### src/rtl/tcdm_branch_prio_ctrl.sv
// tcdm_branch_prio_ctrl
// Registered core-vs-HWPE priority select for the heterogeneous TCDM
// interconnect. It watches request/grant activity of the core (log) branch
// and the HWPE (shallow) branch. It supports fixed priority, core priority
// with HWPE starvation protection (BOOST), and round-robin on contended cycles.
module tcdm_branch_prio_ctrl #(
    parameter int unsigned STALL_CNT_W = 8,
    parameter int unsigned BOOST_CNT_W = 4,
    parameter int unsigned EVT_CNT_W   = 16
) (
    input  logic                   clk_i,
    input  logic                   rst_i,
    input  logic                   clear_i,
    input  logic                   en_i,
    input  logic [1:0]             policy_i,
    input  logic [STALL_CNT_W-1:0] max_stall_i,
    input  logic [BOOST_CNT_W-1:0] boost_len_i,
    input  logic [STALL_CNT_W-1:0] rr_period_i,
    input  logic                   core_req_i,
    input  logic                   core_gnt_i,
    input  logic                   hwpe_req_i,
    input  logic                   hwpe_gnt_i,
    output logic                   hwpe_prio_o,
    output logic                   boost_o,
    output logic                   boost_evt_o,
    output logic [STALL_CNT_W-1:0] stall_cnt_o,
    output logic [EVT_CNT_W-1:0]   boost_total_o
);

    typedef enum logic [1:0] {
        POL_CORE   = 2'b00,
        POL_HWPE   = 2'b01,
        POL_STARVE = 2'b10,
        POL_RR     = 2'b11
    } policy_e;

    typedef enum logic {
        ST_BASE  = 1'b0,
        ST_BOOST = 1'b1
    } state_e;

    localparam logic [STALL_CNT_W-1:0] STALL_ONE = STALL_CNT_W'(1);
    localparam logic [BOOST_CNT_W-1:0] BOOST_ONE = BOOST_CNT_W'(1);
    localparam logic [EVT_CNT_W-1:0]   EVT_ONE   = EVT_CNT_W'(1);

    state_e                 r_state;
    state_e                 w_state_nxt;
    logic [STALL_CNT_W-1:0] r_stall_cnt;
    logic [STALL_CNT_W-1:0] w_stall_cnt_nxt;
    logic [BOOST_CNT_W-1:0] r_boost_cnt;
    logic [BOOST_CNT_W-1:0] w_boost_cnt_nxt;
    logic                   r_hwpe_prio;
    logic                   w_hwpe_prio_nxt;
    logic                   r_boost_evt;
    logic                   w_boost_evt_nxt;
    logic [EVT_CNT_W-1:0]   r_boost_total;
    logic [EVT_CNT_W-1:0]   w_boost_total_nxt;
    logic [1:0]             r_policy_q;

    logic                   w_hwpe_stall;
    logic                   w_contended;
    logic                   w_policy_chg;
    logic [STALL_CNT_W-1:0] w_stall_inc;
    logic                   w_stall_hit;
    logic                   w_rr_hit;
    logic [BOOST_CNT_W-1:0] w_boost_load;
    logic [EVT_CNT_W-1:0]   w_total_inc;

    // The core grant carries no information any policy needs; it is kept on
    // the port list so the wrapper wiring stays uniform across both branches.
    logic                   w_unused;
    assign w_unused = core_gnt_i;

    assign w_hwpe_stall = hwpe_req_i & ~hwpe_gnt_i;
    assign w_contended  = core_req_i & hwpe_req_i;
    assign w_policy_chg = (policy_i != r_policy_q);

    // Stall/period counter saturates at all-ones instead of wrapping.
    assign w_stall_inc  = (r_stall_cnt == '1) ? r_stall_cnt : r_stall_cnt + STALL_ONE;
    assign w_stall_hit  = (max_stall_i != '0) && (r_stall_cnt == max_stall_i - STALL_ONE);
    assign w_rr_hit     = (rr_period_i != '0) && (r_stall_cnt == rr_period_i - STALL_ONE);

    // A zero boost length behaves as a single boost cycle.
    assign w_boost_load = (boost_len_i == '0) ? '0 : boost_len_i - BOOST_ONE;
    assign w_total_inc  = (r_boost_total == '1) ? r_boost_total : r_boost_total + EVT_ONE;

    // Next-state and next-output logic for all policies.
    always_comb begin
        w_state_nxt       = r_state;
        w_stall_cnt_nxt   = r_stall_cnt;
        w_boost_cnt_nxt   = r_boost_cnt;
        w_hwpe_prio_nxt   = r_hwpe_prio;
        w_boost_evt_nxt   = 1'b0;
        w_boost_total_nxt = r_boost_total;

        if (!en_i || w_policy_chg) begin
            w_state_nxt     = ST_BASE;
            w_stall_cnt_nxt = '0;
            w_boost_cnt_nxt = '0;
            w_hwpe_prio_nxt = (policy_i == POL_HWPE);
        end else begin
            case (policy_i)
                POL_CORE: begin
                    w_state_nxt     = ST_BASE;
                    w_stall_cnt_nxt = '0;
                    w_boost_cnt_nxt = '0;
                    w_hwpe_prio_nxt = 1'b0;
                end
                POL_HWPE: begin
                    w_state_nxt     = ST_BASE;
                    w_stall_cnt_nxt = '0;
                    w_boost_cnt_nxt = '0;
                    w_hwpe_prio_nxt = 1'b1;
                end
                POL_STARVE: begin
                    if (r_state == ST_BOOST) begin
                        // HWPE stalls are ignored while boosted.
                        w_stall_cnt_nxt = '0;
                        if (!hwpe_req_i || (r_boost_cnt == '0)) begin
                            w_state_nxt     = ST_BASE;
                            w_boost_cnt_nxt = '0;
                            w_hwpe_prio_nxt = 1'b0;
                        end else begin
                            w_boost_cnt_nxt = r_boost_cnt - BOOST_ONE;
                            w_hwpe_prio_nxt = 1'b1;
                        end
                    end else begin
                        w_hwpe_prio_nxt = 1'b0;
                        if (w_hwpe_stall && w_stall_hit) begin
                            w_state_nxt       = ST_BOOST;
                            w_stall_cnt_nxt   = '0;
                            w_boost_cnt_nxt   = w_boost_load;
                            w_hwpe_prio_nxt   = 1'b1;
                            w_boost_evt_nxt   = 1'b1;
                            w_boost_total_nxt = w_total_inc;
                        end else if (w_hwpe_stall) begin
                            w_stall_cnt_nxt = w_stall_inc;
                        end else begin
                            w_stall_cnt_nxt = '0;
                        end
                    end
                end
                POL_RR: begin
                    w_state_nxt     = ST_BASE;
                    w_boost_cnt_nxt = '0;
                    if (rr_period_i == '0) begin
                        w_stall_cnt_nxt = '0;
                        w_hwpe_prio_nxt = 1'b0;
                    end else if (w_contended) begin
                        if (w_rr_hit) begin
                            w_stall_cnt_nxt = '0;
                            w_hwpe_prio_nxt = ~r_hwpe_prio;
                        end else begin
                            w_stall_cnt_nxt = w_stall_inc;
                        end
                    end
                end
            endcase
        end
    end

    // State and output registers; clear acts as a synchronous reset.
    always_ff @(posedge clk_i or posedge rst_i) begin
        if (rst_i) begin
            r_state       <= ST_BASE;
            r_stall_cnt   <= '0;
            r_boost_cnt   <= '0;
            r_hwpe_prio   <= 1'b0;
            r_boost_evt   <= 1'b0;
            r_boost_total <= '0;
            r_policy_q    <= POL_CORE;
        end else if (clear_i) begin
            r_state       <= ST_BASE;
            r_stall_cnt   <= '0;
            r_boost_cnt   <= '0;
            r_hwpe_prio   <= 1'b0;
            r_boost_evt   <= 1'b0;
            r_boost_total <= '0;
            r_policy_q    <= POL_CORE;
        end else begin
            r_state       <= w_state_nxt;
            r_stall_cnt   <= w_stall_cnt_nxt;
            r_boost_cnt   <= w_boost_cnt_nxt;
            r_hwpe_prio   <= w_hwpe_prio_nxt;
            r_boost_evt   <= w_boost_evt_nxt;
            r_boost_total <= w_boost_total_nxt;
            r_policy_q    <= policy_i;
        end
    end

    assign hwpe_prio_o   = r_hwpe_prio;
    assign boost_o       = (r_state == ST_BOOST);
    assign boost_evt_o   = r_boost_evt;
    assign stall_cnt_o   = r_stall_cnt;
    assign boost_total_o = r_boost_total;

endmodule

### config.mk
export PLATFORM = sky130hd
export DESIGN_NAME = tcdm_branch_prio_ctrl
export DESIGN_NICKNAME = d
export VERILOG_FILES = /design/src/rtl/tcdm_branch_prio_ctrl.sv
export SDC_FILE = /design/constraint.sdc
export NUM_CORES = 1
export LEC_CHECK = 0
export ABC_AREA = 1
export CAP_MARGIN = 25
export CORE_MARGIN = 2
export CORE_UTILIZATION = 45
export DETAILED_ROUTE_END_ITERATION = 8
export GPL_TIMING_DRIVEN = 1
export MAX_ROUTING_LAYER = met4
export PLACE_DENSITY = 0.71
export REMOVE_ABC_BUFFERS = 1
export SYNTH_ARGS = -nofsm -noshare
export SYNTH_HDL_FRONTEND = slang
export SYNTH_SLANG_ARGS = --single-unit
### constraint.sdc
create_clock -name clk_i -period 2.2 [get_ports clk_i]
set_clock_uncertainty 0.1 [all_clocks]
set_input_delay 0.44 -clock clk_i [delete_from_list [all_inputs] [get_ports clk_i]]
set_output_delay 0.44 -clock clk_i [all_outputs]
set_load 0.005 [all_outputs]
==> results of run 1 <==
==> worst register-to-register path, cell delays in order (launching register included) <==
cell and delay [ps]:
dfrtp_1 400, ha_1 190, nand2_1 90, nor2_2 160, nand4_1 170, o21ai_2 210
inv_2 80, buf_4 150, nand4_1 150, nor2_1 60, nor2_1 90, nor2_1 40
==> sequential cells by signal (all words and copies together) (netlist names) <==
signal / cells
hwpe_prio_o: 1
stall_cnt_o: 8
r_boost_cnt: 4
r_policy_q: 2
boost_evt_o: 1
boost_o: 1
boost_total_o: 16
==> synthesized netlist by cell type, types with 3 or more instances <==
cell        n
xor2_1      9
o21ai_2     3
nor3_1      4
xnor2_1     9
a21oi_1     6
o21ai_1     7
inv_2       3
o21ai_0     7
nor2_2      3
nand3_1    31
nor2_4      3
o21bai_2    3
o22ai_1     4
buf_2       6
nand2_1   125
dfrtp_1    33
nor2_1     74
ha_1       10
inv_1      70
nand4_1    10
==> power by group through the flow <==
stage	Sequential, W	Clock, W	Combinational [W]
after global routing	0.000614	0.000473	0.000314
after floorplan	0.000625	0	0.000133
after detailed placement	0.000625	0	0.000270
final	0.000614	0.000447	0.000283
after CTS	0.000614	0.000453	0.000275
after global placement	0.000625	0	0.000264
==> layer usage <==
metal  vias to the layer above  GRT usage [%]
met3                         7           3.36
li1                       1588              -
met2                        86           34.9
met5                         -              -
met1                      1389           29.9
met4                         0           4.55
==> stage by stage <==
stage          cell area [µm²]  std cells
2_1_floorplan             2820        436
3_3_place_gp              3820        616
3_5_place_dp              3820        616
4_1_cts                   3950        625
5_1_grt                   4030        626
6_report                  4030        626
==> area by class of cell <==
cell class / count / area (µm²)
fillers: 581 / 2210
well taps: 77 / 96.3
multi-input cells: 330 / 1810
flip-flops and latches: 33 / 826
clock inverters: 2 / 10.0
inverters: 74 / 278
clock buffers: 6 / 72.6
repair buffers: 104 / 936
==> cells by family (layout without fill, tap and decap cells) <==
| kind of cell | count (synthesis) | in the layout | synth area share (%) |
|---|---|---|---|
| and+or+nand+nor | 267 | 268 | 42.0 |
| buffers and inverters | 82 | 186 | 11.3 |
| AOI/OAI and AO/OA | 33 | 33 | 7.21 |
| DFF | 33 | 33 | 28.9 |
| xor gates and xnor gates | 19 | 19 | 6.30 |
| adders and majority gates | 10 | 10 | 4.37 |
==> worst paths after layout <==
kind / start / endpoint / slack, ps / cells past startpoint
min in group asynchronous: rst_i / stall_cnt_o[5] / 450 / 3
hold reg to reg: r_boost_cnt[1] / r_boost_cnt[1] / 380 / 2
setup reg to reg: boost_total_o[1] / boost_total_o[5] / 220 / 11
max in group asynchronous: rst_i / boost_total_o[10] / 1240 / 3
hold / removal: r_boost_cnt[1] / r_boost_cnt[1] / 380 / 2
setup / recovery: rr_period_i[3] / stall_cnt_o[5] / 130 / 14
==> what timing repair did <==
action	CTS	global route
gates resized for setup	13	27
endpoints found under the setup margin	30	29
setup buffers	0	1
gates cloned	1	0
pin swaps	6	21
endpoints found under the hold margin	0	0
==> results.txt, run 1 <==
The critical path's most frequent cell was nand2_1. The starting density of the core came out at 45.9%. The min-delay analysis places its worst path in the category reg2reg.

In the final timing run, aggregate negative setup slack is 0 ps. The maximum clock path buffer count came out at 2. Highest-delay cell along the critical path: clkdlybuf4s50_1. The logs give 130 ps for the final worst slack and 0 for the number of antenna violations at the first check in global routing. Leaving out fill and tap cells, the most frequent cells in the layout are nand2_1 (124), inv_1 (68), nor2_1 (64). The logs give 33 for the number of clock sinks and 483 MHz for the highest clock rate. CTS placed an instance of clkbuf_8 at the clock tree root. The wire-length estimate of the detail-placed layout is 5630 µm. Prevailing post-synth register cell: dfrtp_1. The power density relative to cell area is 333 mW/mm², and the remaining antenna violation count after routing is 0.

The clock latency at the later pin of the worst-skew pair was 280 ps; the number of placed I/O pins was 57. Number of diodes: 0. Wire length of the first global-routing pass: 12500 µm.

The clock tree synthesis step divided the H-tree into 2 levels. The sum of met2 wire segment lengths after detailed routing was 3390 µm. Summing every instance area after synthesis gives 0.00286 mm². The maximum vdd drop was 0.272 mV; the period utilization was 94.1%. In this run, the combinational gates consume 21.0% of the power. In the final layout, the share of cells above drive strength 1 is 19.1%. During synthesis, Yosys emitted a total of 0 warnings.

The worst setup path is launched from an input pin. Family with the most delay on the worst path: buffers and inverters. The signed area change from the synthesized netlist to the final layout is 40.8%. The data arrival time at the worst-slack endpoint is 2200 ps. The die covers 0.00701 mm². For the iteration count of the initial detailed-routing pass, the log shows 5. The data required time of the critical path came out at 2330 ps. The mean instance size in the synthesized netlist was 6.44 µm².

In the synthesized netlist, the number of instances is 444. On the worst path, the slowest cell contributes a delay of 430 ps. TritonCTS built the clock tree.

The detailed-route vias per instance works out to 4.90. The worst setup path is captured at a register. The overall power after layout is 0.00134 W. The width of the die is 83.7 µm, and the number of max-cap violations is 0. The number of clock buffers added by TritonCTS is 5. The synthesized design spends more area on one cell type than any other, namely dfrtp_1. The tools report the number of vias in the routed layout as 3070. Once layout is complete, the utilization of the core stands at 64.6%.

In this run, post-CTS hold repair placed 0 buffers. Setup violations remaining at the end of the flow were counted as 0. After synthesis, the netlist uses 39 different library cells. The routed design uses 357 µm of met3 wire. Yosys mapped a number of flops with a built-in enable equal to 0.

After synthesis the netlist holds a flip-flop and latch count of 33. For the via count of the first global-routing pass, the log shows 2850. The tools report the power share of the sequential group as 45.7%. Leakage dissipation: 2.03 nW. The floorplan step defined a core boundary enclosing 0.00624 mm². Final number of max-transition violations: 0. Cell-internal power: 0.000966 W.

The final hold slack is 383 ps, and the largest net degree at the start of global routing is 34. The clock share of power was 33.3%; the pre-CTS setup slack was -638 ps. The switching power share of the total was 28.1%; the overall routing resource usage was 21.9%. Of all nets on the critical path, the largest fanout is 8.

The measured slew at the worst slew-check pin works out to 435 ps. After synthesis, the share of flip-flops with an asynchronous set or reset is 100%. The post-detailed-route DRC marker count is 0, and the clock-pin slew of the registers on the worst-case setup and hold paths is 70 ps. The critical path contains buffers and inverters numbering 4 combined. Yosys attributes the largest share of cell area to dfrtp_1 (29%), nand2_1 (16%), nor2_1 (9.7%).

The net switching power figure is 0.000378 W. Leaving out fill and tap cells, the most frequent cell in the layout is nand2_1. For this block, wires on met1 add up to 3580 µm.

The run finished with clean final reports. Summed over all layers, the global routing overflow is 0. Relative max-transition margin: 71.0%. The number of hold violations in the final report was 0. Signal routing reaches up to met4. The logs give 29 for the number of standard-cell rows in the floorplan and 146 for the violation count after the first detailed-routing iteration. The routed design has 7390 µm of wire. The number of nets at the end of the flow is 588, and the count of buffers from port buffering is 55. The share of the synthesized area in the top cell type is 28.9%, and the last weighted congestion value of the routability-driven placer is 0.842. Overall die height: 83.7 µm. In the final routed layout, each cell accounts on average for 11.8 µm.

The setup path with the least slack is of type in2reg. The share of the Yosys chip area taken by registers is 28.9%. Walking the worst path, the cells encountered are clkdlybuf4s50_1 -> inv_1 -> nand2_1 -> nor2_2 -> nand3_2 -> buf_4 -> nand2_1 -> nor2_2 -> nand2_1 -> o21ai_1 -> buf_4 -> a21oi_1 -> nand2_1 -> nand2_1. The shortest clock period the worst path allows after layout is 2070 ps.
No activity file was read; power rests on OpenSTA's default activity.
==> inputs of run 2 (changes only) <==
Settings changed: ABC_AREA 1 to unset, CAP_MARGIN 25 to unset, PLACE_DENSITY 0.71 to 0.73.
==> run 2 against run 1 <==
Compared with the run above: the run now ends with setup timing left; wire length grew 41%; power grew 21%; sequential share of layout area shrank 2.2 points; count of clock-buffer cells in the layout grew 1; area after synthesis shrank 11%.
==> results.txt, run 2 <==
The clock latency at the later pin of the worst-skew pair was 290 ps; the mean instance size in the synthesized netlist was 8.49 µm². The run gives 0 as the number of antenna violations at the first check in global routing. The die covers 0.00628 mm². For the proportion of synthesized chip area in sequential cells, the log shows 32.4%. The measured slew at the worst slew-check pin came out at 622 ps. At the worst endpoint, the arrival time is 2880 ps.

VDD sags by at most 0.368 mV. The violation count after the first detailed-routing iteration came out at 240. The run finished, with violations left. The critical path is of the reg2reg type. The via count of the first global-routing pass was 2997; the number of flip-flops in the largest register was 16. Routability-driven placement finished with a final weighted congestion of 0.930. The count of distinct cell types in the synthesized netlist is 57, and the relative max-transition margin is 58.4%. The number of hold violations in the final report is 0. The logs give 5 for the iteration count of the initial detailed-routing pass and 477 for the number of nets at the end of the flow. The launch point of the worst reg-to-reg path was stall_cnt_o[4].

After synthesis, the most frequently instantiated cells are dfrtp_1 (33), nor2_1 (33), nand2_1 (20), xnor2_1 (20), a21oi_1 (18). The count of nets left with antenna violations once routing finished came out at 0. The synthesized design devotes to its leading area cell type 32.4% of total area.

The tools report the startpoint class of the critical path as a register. The tools report the root buffer cell as clkbuf_8. Setup violations remaining at the end of the flow were counted as 30. The repair_antennas step left the layout with diodes totalling 0. Summing the areas of all compound-gate instances in the mapped netlist gives 17.4% of the synthesized area. The floorplan step set the die height to 79.2 µm. Slack of the worst reg-to-reg path: -600 ps. The first global-routing pass estimated 14500 µm of wire.

In this run the number of H-tree levels came out at 2. The adder and majority cell fraction of the synthesized area was 4.91%. Entering global routing, the biggest net connects 34 pins. By area, the combinational part of the netlist is dominated by simple AND/OR/NAND/NOR gates. Number of clock sinks: 33. The checks that failed: setup timing. In the routed layout, each cell is associated on average with a via count of 6.17.

In the synthesized netlist the async set-or-reset flop fraction comes to 100%. After Yosys synthesis, and, or, nand and nor cells account for 30.1% of the synthesized area. The post-detailed-route DRC marker count is 0, and the highest clock rate is 357 MHz.

TritonCTS built the clock tree. For the final number of max-transition violations, the log shows 0. Power comes to 0.00163 W. Of all nets on the critical path, the largest fanout is 6. The total clock buffers created by CTS was 5; the overall routing resource usage was 30.3%. The cell depth of the worst flop-to-flop path came out at 8. For this run, the share of the core covered by cells in the final layout is 82.6%. Of the total synthesized cell area, the portion taken by XOR and XNOR cells is 10.3%. The shortest clock period the worst path allows after layout works out to 2800 ps.

In this run the count of I/O pins placed on the die edge is 57. The core region is 0.00547 mm². The synthesized design contains 33 register bits.

The worst setup path is captured at a register. Post-detailed-route wirelength per cell: 20.4 µm. Destination of the critical timing path: boost_total_o[15]. Wires add up to 10400 µm.

Startpoint of the worst hold path: r_boost_cnt[3]. The analysis attributes to cell leakage a power of 1.99 nW. Width of the die: 79.2 µm. Power spread over the standard cell area amounts to 360 mW/mm².

The worst flop-to-flop path endpoint is boost_total_o[15]. The mapped netlist covers 0.00255 mm². The initial utilization of the core area, before any placement, comes to 46.5%. The run gives 2280 ps as the data required time of the critical path. Of all cell types, the one taking the most synthesized area is dfrtp_1. Sorting the synthesized cells by area gives the leading types as dfrtp_1 (32%), xnor2_1 (6.9%), ha_1 (4.9%).

The final hold slack came out at 426 ps. In this run the core area contains 27 standard-cell rows. During synthesis, Yosys emitted a total of 0 warnings.

Setup repair after global routing could not meet its margin everywhere. In the finished design, the share of the clock period the worst path needs comes to 127%. The share of cell area taken by muxes after synthesis is 1.03%.

Input and output buffers added on the ports amount to 55. The number of flops mapped to enable cells by yosys is 0. The number of vias in the routed layout was 3147. For the instance count of the mapped netlist, the log shows 300. The top cell types in the final layout, fill and taps aside, are buf_4 (78), clkdlybuf4s50_1 (38), dfrtp_1 (33). The final worst slack was -598 ps. The most critical setup path has its startpoint at stall_cnt_o[4]. The tool flagged a number of max-cap violations equal to 0. For this run, the leading register cell type out of synthesis is dfrtp_1. The path class of the tightest hold or removal check is reg2reg.

Clock-pin slew was measured on the worst setup and hold paths at 80 ps. The signed area change from the synthesized netlist to the final layout is 77.5%, and the share of final-layout standard cells stronger than drive strength 1 is 39.0%. Summed over all nets, the half-perimeter wirelength after detailed placement is 5570 µm. The maximum clock path buffer count came out at 2. The global route total overflow was 0. The leading cell type in the layout, fill and taps excluded is buf_4.
run 2: cell count changes after synthesis, sizes merged, moves of 12 or more:
cell    change
a21oi      +12
inv        -60
nand2     -107
nand2b     +12
nand3      -22
nor2       -48
run 2: stage by stage:
stage               std cells  area [µm²]  TNS (ps)  worst slack [ps]
global route              510        4520    -16680              -637
CTS                       509        4250    -11950              -514
global placement          484        3650    -32310             -1190
finish                    510        4520    -15110              -598
floorplan                 289        2500    -16430              -880
detailed placement        484        3650    -34140             -1300
run 2: logic make-up (layout without fill, tap and decap cells):
kind of cell               count (synthesis)  after routing
adders and majority gates                 10             10
buffers and inverters                     24            162
AOI/OAI and AO/OA                         65             65
DFF                                       33             33
xor gates and xnor gates                  30             30
and+or+nand+nor                          136            136
muxes                                      2              2
run 2: what timing repair did:
item	4_1_cts	5_1_grt
setup endpoints to repair	31	31
setup buffers	17	12
pin swaps	32	23
hold endpoints to repair	0	0
gates cloned	0	0
gates resized for setup	92	54
hold buffers	0	0
run 2: final cells by class:
| cell class | instances | area [µm²] |
|---|---|---|
| clock buffer | 7 | 86.3 |
| clock inverter | 1 | 30.0 |
| fill | 293 | 953 |
| inverter | 13 | 53.8 |
| multi-input combinational | 243 | 2200 |
| sequential | 33 | 826 |
| tap | 72 | 90.1 |
| timing repair buffer | 141 | 1230 |
run 2: worst max-delay path: stages, from the launching register on:
cell       delay (ps)
dfrtp_1           440
xnor2_2           220
a2111oi_4         390
buf_4             180
nand3_2            80
or4_4             570
nor4_4            280
nand2b_1          120
mux2_4            310
run 2: power by group:
group	switching [W]	leakage (nW)	internal, W
Sequential	0.00000851	0.458	0.000615
Clock	0.000242	0.0585	0.000370
Combinational	0.000208	1.48	0.000184
Total	0.000459	1.99	0.00117
run 2: worst min path at each step:
stage	depth (start not counted)	to
after floorplan	1	r_boost_cnt[3]
after global placement	1	r_boost_cnt[3]
after detailed placement	1	r_boost_cnt[3]
after CTS	1	r_boost_cnt[3]
after global routing	1	r_boost_cnt[3]
final	1	r_boost_cnt[3]
run 2: metal layers:
| metal | wire length (µm) | global-route usage, % |
|---|---|---|
| met3 | 721 | 5.00 |
| met4 | 550 | 11.4 |
| met1 | 4000 | 38.1 |
| met5 | 0 | - |
| met2 | 5130 | 49.4 |
==> inputs of run 3 (changes only) <==
Settings changed: HOLD_SLACK_MARGIN set to 0.15.
==> results of run 3 <==
Final layout, timing and power as in run 2 (identical DEF).
